`src/rtl/udp_vec_gen_if.sv`:
```
// udp_vec_gen_if: stimulus/response bundle between vector generator and UDP stage.
// master drives a/b/sel and reads y/q_latch/q_trig; slave is the UDP stage side.
interface udp_vec_gen_if;
  logic a;
  logic b;
  logic sel;
  logic y;
  logic q_latch;
  logic q_trig;

  modport master (
    output a, b, sel,
    input  y, q_latch, q_trig
  );

  modport slave (
    input  a, b, sel,
    output y, q_latch, q_trig
  );
endinterface

```
`src/rtl/udp_vec_gen.sv`:
```
// udp_vec_gen: sweeps {a,b,sel} over 0..7, checks mux/latch/flop against a golden model.
// Ports: clk, rst_n, start; vec (master: a,b,sel out / y,q_latch,q_trig in);
// busy, done, err_cnt (saturating), pass.
// Macro UDP_VEC_GEN_FAILCAP_EN adds fail_idx/fail_mask (first failing vector).
module udp_vec_gen #(
  parameter int HOLD_CYCLES = 2,
  parameter int ERR_W       = 8
) (
  input  logic             clk,
  input  logic             rst_n,
  input  logic             start,
  udp_vec_gen_if.master    vec,
  output logic             busy,
  output logic             done,
  output logic [ERR_W-1:0] err_cnt,
`ifdef UDP_VEC_GEN_FAILCAP_EN
  output logic [2:0]       fail_idx,
  output logic [2:0]       fail_mask,
`endif
  output logic             pass
);

  localparam int HW = (HOLD_CYCLES > 2) ? $clog2(HOLD_CYCLES) : 1;
  localparam logic [HW-1:0] HLAST = HW'(HOLD_CYCLES - 1);

  typedef enum logic [1:0] {IDLE, DRIVE, DONE} state_t;

  state_t           state_q, state_d;
  logic [2:0]       idx_q, idx_d;
  logic [2:0]       vec_q, vec_d;
  logic [HW-1:0]    hold_q, hold_d;
  logic [ERR_W-1:0] err_q, err_d;
  logic             mreg_q, mreg_d;
  logic             lv_q, lv_d;

`ifdef UDP_VEC_GEN_FAILCAP_EN
  logic [2:0]       fidx_q, fidx_d;
  logic [2:0]       fmask_q, fmask_d;
`endif

  logic va, vb, vs;
  logic cmp;
  logic exp_y, exp_l;
  logic mis_y, mis_l, mis_t;
  logic fail;

  assign {va, vb, vs} = vec_q;
  assign cmp   = (state_q == DRIVE) && (hold_q == HLAST);
  assign exp_y = vs ? vb : va;
  assign exp_l = vs ? va : mreg_q;
  // Case inequality so X/Z responses count as mismatches in simulation.
  assign mis_y = (vec.y !== exp_y);
  assign mis_l = (lv_q | vs) & (vec.q_latch !== exp_l);
  assign mis_t = (vec.q_trig !== va);
  assign fail  = mis_y | mis_l | mis_t;

  always_comb begin
    state_d = state_q;
    idx_d   = idx_q;
    hold_d  = hold_q;
    err_d   = err_q;
    mreg_d  = mreg_q;
    lv_d    = lv_q;
`ifdef UDP_VEC_GEN_FAILCAP_EN
    fidx_d  = fidx_q;
    fmask_d = fmask_q;
`endif
    unique case (state_q)
      IDLE, DONE: begin
        if (start) begin
          state_d = DRIVE;
          idx_d   = 3'd0;
          hold_d  = '0;
          err_d   = '0;
          lv_d    = 1'b0;
`ifdef UDP_VEC_GEN_FAILCAP_EN
          fidx_d  = 3'd0;
          fmask_d = 3'd0;
`endif
        end
      end
      DRIVE: begin
        if (cmp) begin
          hold_d = '0;
          if (fail && (err_q != '1))
            err_d = err_q + ERR_W'(1);
          if (vs) begin
            mreg_d = va;
            lv_d   = 1'b1;
          end
`ifdef UDP_VEC_GEN_FAILCAP_EN
          if (fail && (fmask_q == 3'd0)) begin
            fidx_d  = idx_q;
            fmask_d = {mis_y, mis_l, mis_t};
          end
`endif
          if (idx_q == 3'd7)
            state_d = DONE;
          else
            idx_d = idx_q + 3'd1;
        end else begin
          hold_d = hold_q + HW'(1);
        end
      end
      default: state_d = IDLE;
    endcase
    vec_d = (state_d == DRIVE) ? idx_d : 3'd0;
  end

  always_ff @(posedge clk or negedge rst_n) begin
    if (!rst_n) begin
      state_q <= IDLE;
      idx_q   <= 3'd0;
      vec_q   <= 3'd0;
      hold_q  <= '0;
      err_q   <= '0;
      mreg_q  <= 1'b0;
      lv_q    <= 1'b0;
`ifdef UDP_VEC_GEN_FAILCAP_EN
      fidx_q  <= 3'd0;
      fmask_q <= 3'd0;
`endif
    end else begin
      state_q <= state_d;
      idx_q   <= idx_d;
      vec_q   <= vec_d;
      hold_q  <= hold_d;
      err_q   <= err_d;
      mreg_q  <= mreg_d;
      lv_q    <= lv_d;
`ifdef UDP_VEC_GEN_FAILCAP_EN
      fidx_q  <= fidx_d;
      fmask_q <= fmask_d;
`endif
    end
  end

  assign vec.a   = va;
  assign vec.b   = vb;
  assign vec.sel = vs;
  assign busy    = (state_q == DRIVE);
  assign done    = (state_q == DONE);
  assign err_cnt = err_q;
  assign pass    = done && (err_q == '0);
`ifdef UDP_VEC_GEN_FAILCAP_EN
  assign fail_idx  = fidx_q;
  assign fail_mask = fmask_q;
`endif

endmodule

```
`src/flat_wrapper.sv`:
```
// flat-port wrapper written by rule: the top's interface ports become plain ports
module udp_vec_gen_flat 
#(
  parameter int HOLD_CYCLES = 2,
  parameter int ERR_W       = 8
)
  (clk, rst_n, start, busy, done, err_cnt, pass, vec_a, vec_b, vec_sel, vec_y, vec_q_latch, vec_q_trig);
  udp_vec_gen_if vec_i ();
  input  logic clk;
  input  logic rst_n;
  input  logic start;
  output logic busy;
  output logic done;
  output logic [ERR_W-1:0] err_cnt;
  output logic pass;
  output wire logic [$bits(vec_i.a)-1:0] vec_a;
  output wire logic [$bits(vec_i.b)-1:0] vec_b;
  output wire logic [$bits(vec_i.sel)-1:0] vec_sel;
  input wire logic [$bits(vec_i.y)-1:0] vec_y;
  input wire logic [$bits(vec_i.q_latch)-1:0] vec_q_latch;
  input wire logic [$bits(vec_i.q_trig)-1:0] vec_q_trig;
  assign vec_a = vec_i.a;
  assign vec_b = vec_i.b;
  assign vec_sel = vec_i.sel;
  assign vec_i.y = vec_y;
  assign vec_i.q_latch = vec_q_latch;
  assign vec_i.q_trig = vec_q_trig;
  udp_vec_gen #(.HOLD_CYCLES(HOLD_CYCLES), .ERR_W(ERR_W)) u_core (.clk(clk), .rst_n(rst_n), .start(start), .vec(vec_i), .busy(busy), .done(done), .err_cnt(err_cnt), .pass(pass));
endmodule
```
`config.mk`:
```
export PLATFORM = sky130hd
export DESIGN_NAME = udp_vec_gen_flat
export DESIGN_NICKNAME = d
export VERILOG_FILES = /design/src/rtl/udp_vec_gen_if.sv /design/src/rtl/udp_vec_gen.sv /design/src/flat_wrapper.sv
export SDC_FILE = /design/constraint.sdc
export NUM_CORES = 1
export LEC_CHECK = 0
export CORE_MARGIN = 2
export CORE_UTILIZATION = 45
export DETAILED_ROUTE_END_ITERATION = 8
export HOLD_SLACK_MARGIN = 0.1
export PLACE_DENSITY = 0.78
export SLEW_MARGIN = 20
export SYNTH_ARGS = -nofsm -noshare
export SYNTH_HDL_FRONTEND = slang
export SYNTH_SLANG_ARGS = --single-unit
```
`constraint.sdc`:
```
create_clock -name clk -period 1.5 [get_ports clk]
set_input_delay 0.3 -clock clk [delete_from_list [all_inputs] [get_ports clk]]
set_output_delay 0.3 -clock clk [all_outputs]
set_load 0.01 [all_outputs]
```
==> flow_summary.json, run 1 <==
{
  "total_power_mw": 2.92,
  "violations": "setup timing",
  "slew_violations": 0,
  "rsz0062_at_grt": "yes",
  "crit_path_start_kind": "flip-flop",
  "clkLatencyLatePin_ps": 290,
  "htreeDepth": 1,
  "worst_slew_pin_slew_ps": 292,
  "diodes": 0,
  "routedWlPerCell_um": 15.1,
  "worstPathArrival_ps": 1480,
  "ant_nets": 0,
  "critical_path.top_delay_family": "flip-flops",
  "fp-row-count": 17,
  "crit_type": "flip-flop to output port",
  "firstDrtPassIters": 4,
  "fill_cells": 162,
  "yosysSeqAreaShare_pct": 46.1,
  "clkTransAtPathRegs_ps": 110,
  "routed_via_density": 5.36,
  "synth_edf_count": 0,
  "numPortBuffers": 19,
  "overflow": 0,
  "path_cells": "inv_2, ha_4, nor4b_4, nand2_1, nor4_2, buf_2",
  "drc": 0,
  "drt-total-wl_um": 2650,
  "clock_path_buffers": 2,
  "regArea_um2": 479,
  "gp_congestion": 0.885,
  "crit_required_ps": 1200,
  "mappedNetlistNets": 109,
  "cpPeakStageDelay_ps": 440,
  "grt_max_degree": 20,
  "syn-cell-area_mm2": 0.00103,
  "relSlewSlack_pct": 80.4,
  "netlist_instances": 100,
  "nets": 158,
  "cts_tree": "yes",
  "max_freq_ghz": 0.561,
  "cts.sinks": 19,
  "crit_fanout": 2,
  "min_path_type": "input port to asynchronous set/reset pin",
  "reg2reg_slack_ps": -210,
  "clockRootBuffer": "clkbuf_4",
  "num_vias": 943,
  "multiInputGateArea_um2": 653,
  "final_cell_mix": "buf_4, dfrtp_1, nand2_1",
  "numCtsBuffers": 3,
  "fin_skew_ps": 6.83,
  "cap_viol_max_count": 0,
  "area_growth_pct": 53.4,
  "num_io_pins": 20,
  "final_util_pct": 72.2,
  "cp_num_buf_inv": 2,
  "antenna_found_initial": 0,
  "die_area_mm2": 0.00269,
  "final.period_utilization_pct": 119,
  "async_flop_share_pct": 100,
  "hold_viol": 0,
  "status": "complete, but fails checks",
  "crit_path_top_delay_cell": "dfrtp_2",
  "setup_viol": 9,
  "syn_avg_cell_area_um2": 10.3,
  "setup_ws_ps": -284,
  "gr-usage-all-layers_pct": 22.0,
  "critPathCaptureType": "output port",
  "yosys_warnings": 0,
  "die_h_um": 51.9,
  "ys_types": 39,
  "power_density_mw_per_mm2": 1840,
  "layout_commonest_cell": "buf_4",
  "drt-initial-drc-count": 23,
  "whs_ps": 325,
  "ys_seq_elements": 19,
  "start_util_pct": 47.1,
  "hpwl_um": 1940,
  "grt_pass1_wl_um": 4400,
  "vdd_drop_max_uv": 1200,
  "holdBufCountCts": 0,
  "p_leak_nw": 0.777,
  "core_mm2": 0.00219,
  "die_x_um": 51.9,
  "synthFlopType": "dfrtp_1",
  "layout_min_cycle_time_ps": 1780,
  "grt_pass1_vias": 968,
  "drive_above_1_share_pct": 43.2
}
-- synth_stat cells, types with 2 or more instances --
cell type | number | share of area (%)
a21oi_1 | 3 | 1.5
nand3_1 | 11 | 5.3
mux2i_1 | 5 | 4.9
buf_6 | 2 | 2.2
nor3_1 | 2 | 0.97
nor2b_1 | 2 | 1.2
o21ai_1 | 2 | 0.97
nand4_1 | 3 | 1.8
dfrtp_1 | 19 | 46
inv_1 | 4 | 1.5
nand2_1 | 14 | 5.1
ha_1 | 3 | 3.6
and3_1 | 2 | 1.2
nor2_1 | 3 | 1.1
-- timing repair --
action / in CTS / in global routing
buffers inserted: 2 / 2
gates resized for setup: 43 / 13
setup endpoints to repair: 22 / 17
pin swaps: 10 / 3
gates cloned: 0 / 0
-- state kept, by name (all words and copies together) (netlist names) --
signal,cells
u_core.err_cnt,8
u_core.hold_q,1
u_core.idx_q,3
u_core.lv_q,1
u_core.mreg_q,1
u_core.state_q,2
u_core.vec_q,3
-- layer usage --
| layer | share of wire (%) | global-route usage (%) | vias up |
|---|---|---|---|
| li1 | - | - | 459 |
| met1 | 42 | 27.1 | 457 |
| met2 | 54 | 39.9 | 25 |
| met3 | 3.3 | 2.01 | 2 |
| met4 | 0.45 | 7.46 | 0 |
| met5 | 0 | 0 | - |
-- per-stage QoR --
step           worst slack [ps]  setup TNS (ps)  cells  area, um2
6_report                   -284           -1420    176       1580
5_1_grt                    -367           -2290    176       1580
4_1_cts                    -299           -1030    174       1530
3_5_place_dp               -526           -4470    168       1450
3_3_place_gp               -467           -3870    168       1450
2_1_floorplan             -63.4           -75.1    100       1070
-- cell families (layout without fill, tap and decap cells) --
logic type | after synthesis | count (layout) | synth area share, %
adders and majority gates | 3 | 3 | 3.64
buffers and inverters | 6 | 54 | 3.64
muxes | 7 | 7 | 7.04
DFF | 19 | 19 | 46.1
and+or+nand+nor | 50 | 50 | 28.2
AOI/OAI and AO/OA | 13 | 13 | 9.71
xor gates and xnor gates | 2 | 2 | 1.70
-- final timing paths --
check                                   from                 to  depth (start not counted)
max reg2reg                  u_core.vec_q[2]  u_core.err_cnt[4]                          5
min in group clk             u_core.idx_q[0]    u_core.idx_q[0]                          1
min reg2reg                  u_core.idx_q[0]    u_core.idx_q[0]                          1
min                                    rst_n  u_core.err_cnt[3]                          2
max in group asynchronous              rst_n    u_core.vec_q[0]                          2
max                        u_core.err_cnt[0]               pass                          6
-- power by group --
part           leakage [nW]  internal (mW)  switching [mW]
combinational         0.524          0.887           0.883
clock                0.0177         0.0991           0.161
sequential            0.235          0.719           0.166
-- final cells by class --
cell class	instances	share of cell area (%)
Tap cell	28	2.22
Sequential cell	19	30.3
Timing Repair Buffer	46	23.5
Multi-Input combinational cell	75	41.3
Clock buffer	3	1.42
Inverter	4	0.949
Clock inverter	1	0.316
Note: power is estimated with default switching activity, not from simulation.
==> run 2, diff against run 1 <==
REMOVE_ABC_BUFFERS = 1   (was unset)
==> run 2 against run 1 <==
Effect of this change: the run still ends with setup timing left; core utilization is 2.0 points higher; cell count is 2.8% higher; count of clock-buffer cells in the layout is 1 higher; combinational power is 7% higher; highest routed layer unchanged; worst setup slack better by 28 ps.
==> flow_summary.json, run 2 (same netlist as run 1, synthesis figures left out) <==
{
  "hpwl_um": 1910,
  "path_cells": "inv_1, ha_1, nor4b_2, nand2_1, nor4_2, buf_2",
  "routed_via_density": 5.58,
  "clock_path_buffers": 2,
  "start_util_pct": 47.1,
  "cap_viol_max_count": 0,
  "rsz0062_at_grt": "yes",
  "status": "complete, but fails checks",
  "critPathCaptureType": "output port",
  "crit_path_start_kind": "flip-flop",
  "hold_viol": 0,
  "num_io_pins": 20,
  "fp-row-count": 17,
  "whs_ps": 321,
  "worstPathArrival_ps": 1460,
  "critical_path.top_delay_family": "flip-flops",
  "fin_skew_ps": 3.20,
  "cpPeakStageDelay_ps": 390,
  "die_area_mm2": 0.00269,
  "numCtsBuffers": 3,
  "dpl_cell_area_mm2": 0.00143,
  "layout_min_cycle_time_ps": 1760,
  "drc": 0,
  "cts_tree": "yes",
  "violations": "setup timing",
  "final_util_pct": 74.2,
  "final.period_utilization_pct": 117,
  "largest_reg_flops": 8,
  "num_vias": 1010,
  "clkTransAtPathRegs_ps": 100,
  "relSlewSlack_pct": 76.9,
  "core_mm2": 0.00219,
  "numPortBuffers": 19,
  "cp_num_buf_inv": 2,
  "crit_type": "flip-flop to output port",
  "slew_violations": 0,
  "htreeDepth": 1,
  "drt-initial-drc-count": 8,
  "drive_above_1_share_pct": 43.1,
  "overflow": 0,
  "worst_slew_pin_slew_ps": 345,
  "fill_cells": 153,
  "layout_commonest_cell": "buf_4",
  "power_density_mw_per_mm2": 1860,
  "max_freq_ghz": 0.570,
  "holdBufCountCts": 0,
  "cts.sinks": 19,
  "gr-usage-all-layers_pct": 25.0,
  "antenna_found_initial": 0,
  "crit_fanout": 2,
  "grt_pass1_vias": 1074,
  "clockRootBuffer": "clkbuf_4",
  "regArea_um2": 477,
  "diodes": 0,
  "nets": 163,
  "die_h_um": 51.9,
  "area_growth_pct": 57.6,
  "vdd_drop_max_uv": 1260,
  "die_x_um": 51.9,
  "setup_viol": 10,
  "routedWlPerCell_um": 16.7,
  "clkLatencyLatePin_ps": 300,
  "drt-total-wl_um": 3030,
  "crit_path_top_delay_cell": "dfrtp_1",
  "firstDrtPassIters": 4,
  "min_path_type": "input port to asynchronous set/reset pin",
  "grt_pass1_wl_um": 4830,
  "gp_congestion": 0.927,
  "design_area_mm2": 0.00163,
  "p_leak_nw": 0.801,
  "final_cell_mix": "buf_4, dfrtp_1, nand2_1",
  "crit_required_ps": 1200,
  "ant_nets": 0,
  "grt_max_degree": 20,
  "setup_ws_ps": -256,
  "multiInputGateArea_um2": 654
}
-- run 2: cell count changes in the layout (fill, tap and decap cells not counted), moves of 3 or more --
cell	previous run	this run
nand3_1	10	7
buf_4	24	27
nand3_2	0	3
buf_6	3	6
-- run 2: worst reg2reg max path, stage by stage, from the launching register on --
cell and delay (ps):
dfrtp_1 390, buf_4 140, buf_6 120, ha_4 160, nand3_4 70, nor3_4 70
nor3_4 290, nand4_1 220, mux2i_1 220
-- run 2: final cells by class --
| class | count | area share (%) |
|---|---|---|
| clock buffers | 4 | 1.62 |
| inverters | 4 | 0.924 |
| multi-input cells | 75 | 40.3 |
| flip-flops and latches | 19 | 29.3 |
| well taps | 28 | 2.16 |
| repair buffers | 51 | 25.7 |
-- run 2: stage by stage --
step	TNS (ps)	std cells	total power, mW	worst slack, ps
after CTS	-1220	179	2.88	-292
after global routing	-2360	181	3.24	-376
final	-1520	181	3.02	-256
after global placement	-4200	171	2.38	-486
after floorplan	-671	98	1.62	-139
after detailed placement	-4690	171	2.43	-543
-- run 2: power by group --
part / switching [mW] / total, mW / leakage, nW / internal (mW)
Clock: 0.157 / 0.261 / 0.0150 / 0.104
Combinational: 0.949 / 1.90 / 0.549 / 0.953
Sequential: 0.144 / 0.859 / 0.238 / 0.715
-- run 2: worst paths after layout --
path / start / end / slack (ps) / cells past startpoint
max: u_core.err_cnt[0] / pass / -260 / 6
min: rst_n / u_core.err_cnt[3] / 320 / 2
max reg2reg: u_core.err_cnt[0] / u_core.err_cnt[5] / -250 / 8
min reg2reg: u_core.idx_q[2] / u_core.idx_q[2] / 560 / 1
max in group asynchronous: rst_n / u_core.vec_q[0] / 960 / 2
min in group clk: u_core.idx_q[2] / u_core.idx_q[2] / 560 / 1
-- run 2: routing by layer --
| layer | track usage, % | part of all wire, % |
|---|---|---|
| met1 | 30.5 | 39 |
| met2 | 44.1 | 54 |
| met3 | 2.59 | 3.3 |
| met4 | 11.4 | 4.1 |
| met5 | 0 | 0 |
-- run 2: what timing repair did --
action	4_1_cts	5_1_grt
pin swaps	18	5
endpoints found under the setup margin	22	13
setup buffers	4	3
gates resized for setup	54	12
==> run 3, diff against run 2 <==
CORE_UTILIZATION = 41   (was 45)
PLACE_DENSITY = 0.72   (was 0.78)
==> run 3 against run 2 <==
Effect of this change: the flow still finishes with violations (setup timing); core utilization decreased by 6.6 points; wire length rose by 3.9%; sequential cell count is the same; design area is 1.1% higher; sequential power grew 1%; cell count grew 2.8%; maximum frequency fell by 7.4%.
==> flow_summary.json, run 3 (same netlist as run 1, synthesis figures left out) <==
{
  "grt_pass1_vias": 985,
  "hold_viol": 0,
  "slew_violations": 0,
  "dp.cells": 169,
  "hpwl_um": 1910,
  "layout_commonest_cell": "buf_4",
  "min_path_type": "input port to asynchronous set/reset pin",
  "routed_via_density": 5.51,
  "critPathCaptureType": "output port",
  "critical_path.top_delay_family": "simple AND/OR/NAND/NOR gates",
  "fin_skew_ps": 11.2,
  "core_mm2": 0.00243,
  "crit_required_ps": 1200,
  "crit_type": "flip-flop to output port",
  "setup_ws_ps": -396,
  "layout_min_cycle_time_ps": 1900,
  "numCtsBuffers": 3,
  "largest_reg_flops": 8,
  "crit_path_top_delay_cell": "dfrtp_1",
  "relSlewSlack_pct": 78.5,
  "cap_viol_max_count": 0,
  "internal_power_mw": 1.77,
  "design_area_mm2": 0.00164,
  "p_comb_share_pct": 62.5,
  "crit_fanout": 2,
  "drive_above_1_share_pct": 43.6,
  "reg2reg_slack_ps": -140,
  "die_x_um": 54.1,
  "max_freq_ghz": 0.527,
  "drt-total-wl_um": 3140,
  "antenna_found_initial": 0,
  "vdd_drop_max_uv": 1360,
  "cts.sinks": 19,
  "nets": 166,
  "htreeDepth": 1,
  "drc": 0,
  "power_switching_mw": 1.29,
  "worstPathArrival_ps": 1600,
  "die_h_um": 54.1,
  "num_io_pins": 20,
  "cpPeakStageDelay_ps": 410,
  "final.period_utilization_pct": 126,
  "drt-initial-drc-count": 18,
  "setup_viol": 9,
  "finalSetupTns_ps": -1220,
  "gr-usage-all-layers_pct": 22.3,
  "clockRootBuffer": "clkbuf_4",
  "start_util_pct": 42.4,
  "clkLatencyLatePin_ps": 310,
  "grt_max_degree": 20,
  "switching_share_pct": 42.1,
  "p_leak_nw": 0.818,
  "clkTransAtPathRegs_ps": 120,
  "ant_nets": 0,
  "status": "complete, but fails checks",
  "numPortBuffers": 19,
  "fp-row-count": 18,
  "die_area_mm2": 0.00293,
  "power_density_mw_per_mm2": 1860,
  "path_cells": "inv_1, ha_1, nor4b_4, nand2_1, nor4_2, buf_2",
  "final_util_pct": 67.5,
  "fin_cells": 186,
  "gp_congestion": 0.778,
  "rsz0062_at_grt": "yes",
  "overflow": 0,
  "cts_tree": "yes",
  "crit_path_start_kind": "flip-flop",
  "worst_slew_pin_slew_ps": 322,
  "num_vias": 1024,
  "clock_path_buffers": 2,
  "routedWlPerCell_um": 16.9,
  "diodes": 0,
  "final_cell_mix": "buf_4, dfrtp_1, nand2_1",
  "holdBufCountCts": 0,
  "violations": "setup timing",
  "cp_num_buf_inv": 2,
  "clkPwrFrac_pct": 9.1,
  "p_seq_share_pct": 28.5,
  "dpl_cell_area_mm2": 0.00140,
  "grt_pass1_wl_um": 4490,
  "area_growth_pct": 59.3,
  "firstDrtPassIters": 4,
  "total_power_mw": 3.06
}
-- run 3: routing by layer --
layer	vias up	share of wire [%]	track usage, %
met3	15	3.7	3.89
met5	-	0	0
met4	0	4.2	13.8
met2	32	53	38.0
met1	500	39	25.7
li1	477	-	-
-- run 3: what timing repair did --
item | in CTS | in global routing
setup buffers | 11 | 4
setup endpoints to repair | 22 | 15
pin swaps | 17 | 8
gates resized for setup | 50 | 12
endpoints found under the hold margin | 0 | 0
-- run 3: final timing paths --
check | start | cells after the start | end
max | u_core.err_cnt[1] | 6 | pass
min | rst_n | 2 | u_core.err_cnt[7]
max reg2reg | u_core.vec_q[2] | 5 | u_core.err_cnt[4]
min reg2reg | u_core.idx_q[1] | 2 | u_core.idx_q[1]
max in group asynchronous | rst_n | 2 | u_core.vec_q[0]
min in group clk | u_core.idx_q[1] | 2 | u_core.idx_q[1]
-- run 3: stage by stage --
step           hold WS (ps)  setup WS (ps)
2_1_floorplan          4.41           -139
3_3_place_gp            499           -568
3_5_place_dp            510           -621
4_1_cts                 320           -375
5_1_grt                 335           -453
6_report                296           -396
-- run 3: layout make-up --
type	instances	area, um2
clock buffer	3	22.5
clock inverter	1	5.00
fill	180	790
inverter	4	15.0
multi-input combinational	75	642
sequential	19	477
tap	30	37.5
timing repair buffer	54	444
-- run 3: power groups by stage --
| stage | sequential (mW) | combinational [mW] | clock, mW |
|---|---|---|---|
| after floorplan | 0.945 | 0.670 | 0 |
| after global placement | 0.845 | 1.46 | 0 |
| after detailed placement | 0.853 | 1.51 | 0 |
| after CTS | 0.852 | 1.74 | 0.271 |
| after global routing | 0.883 | 2.04 | 0.303 |
| final | 0.871 | 1.91 | 0.277 |
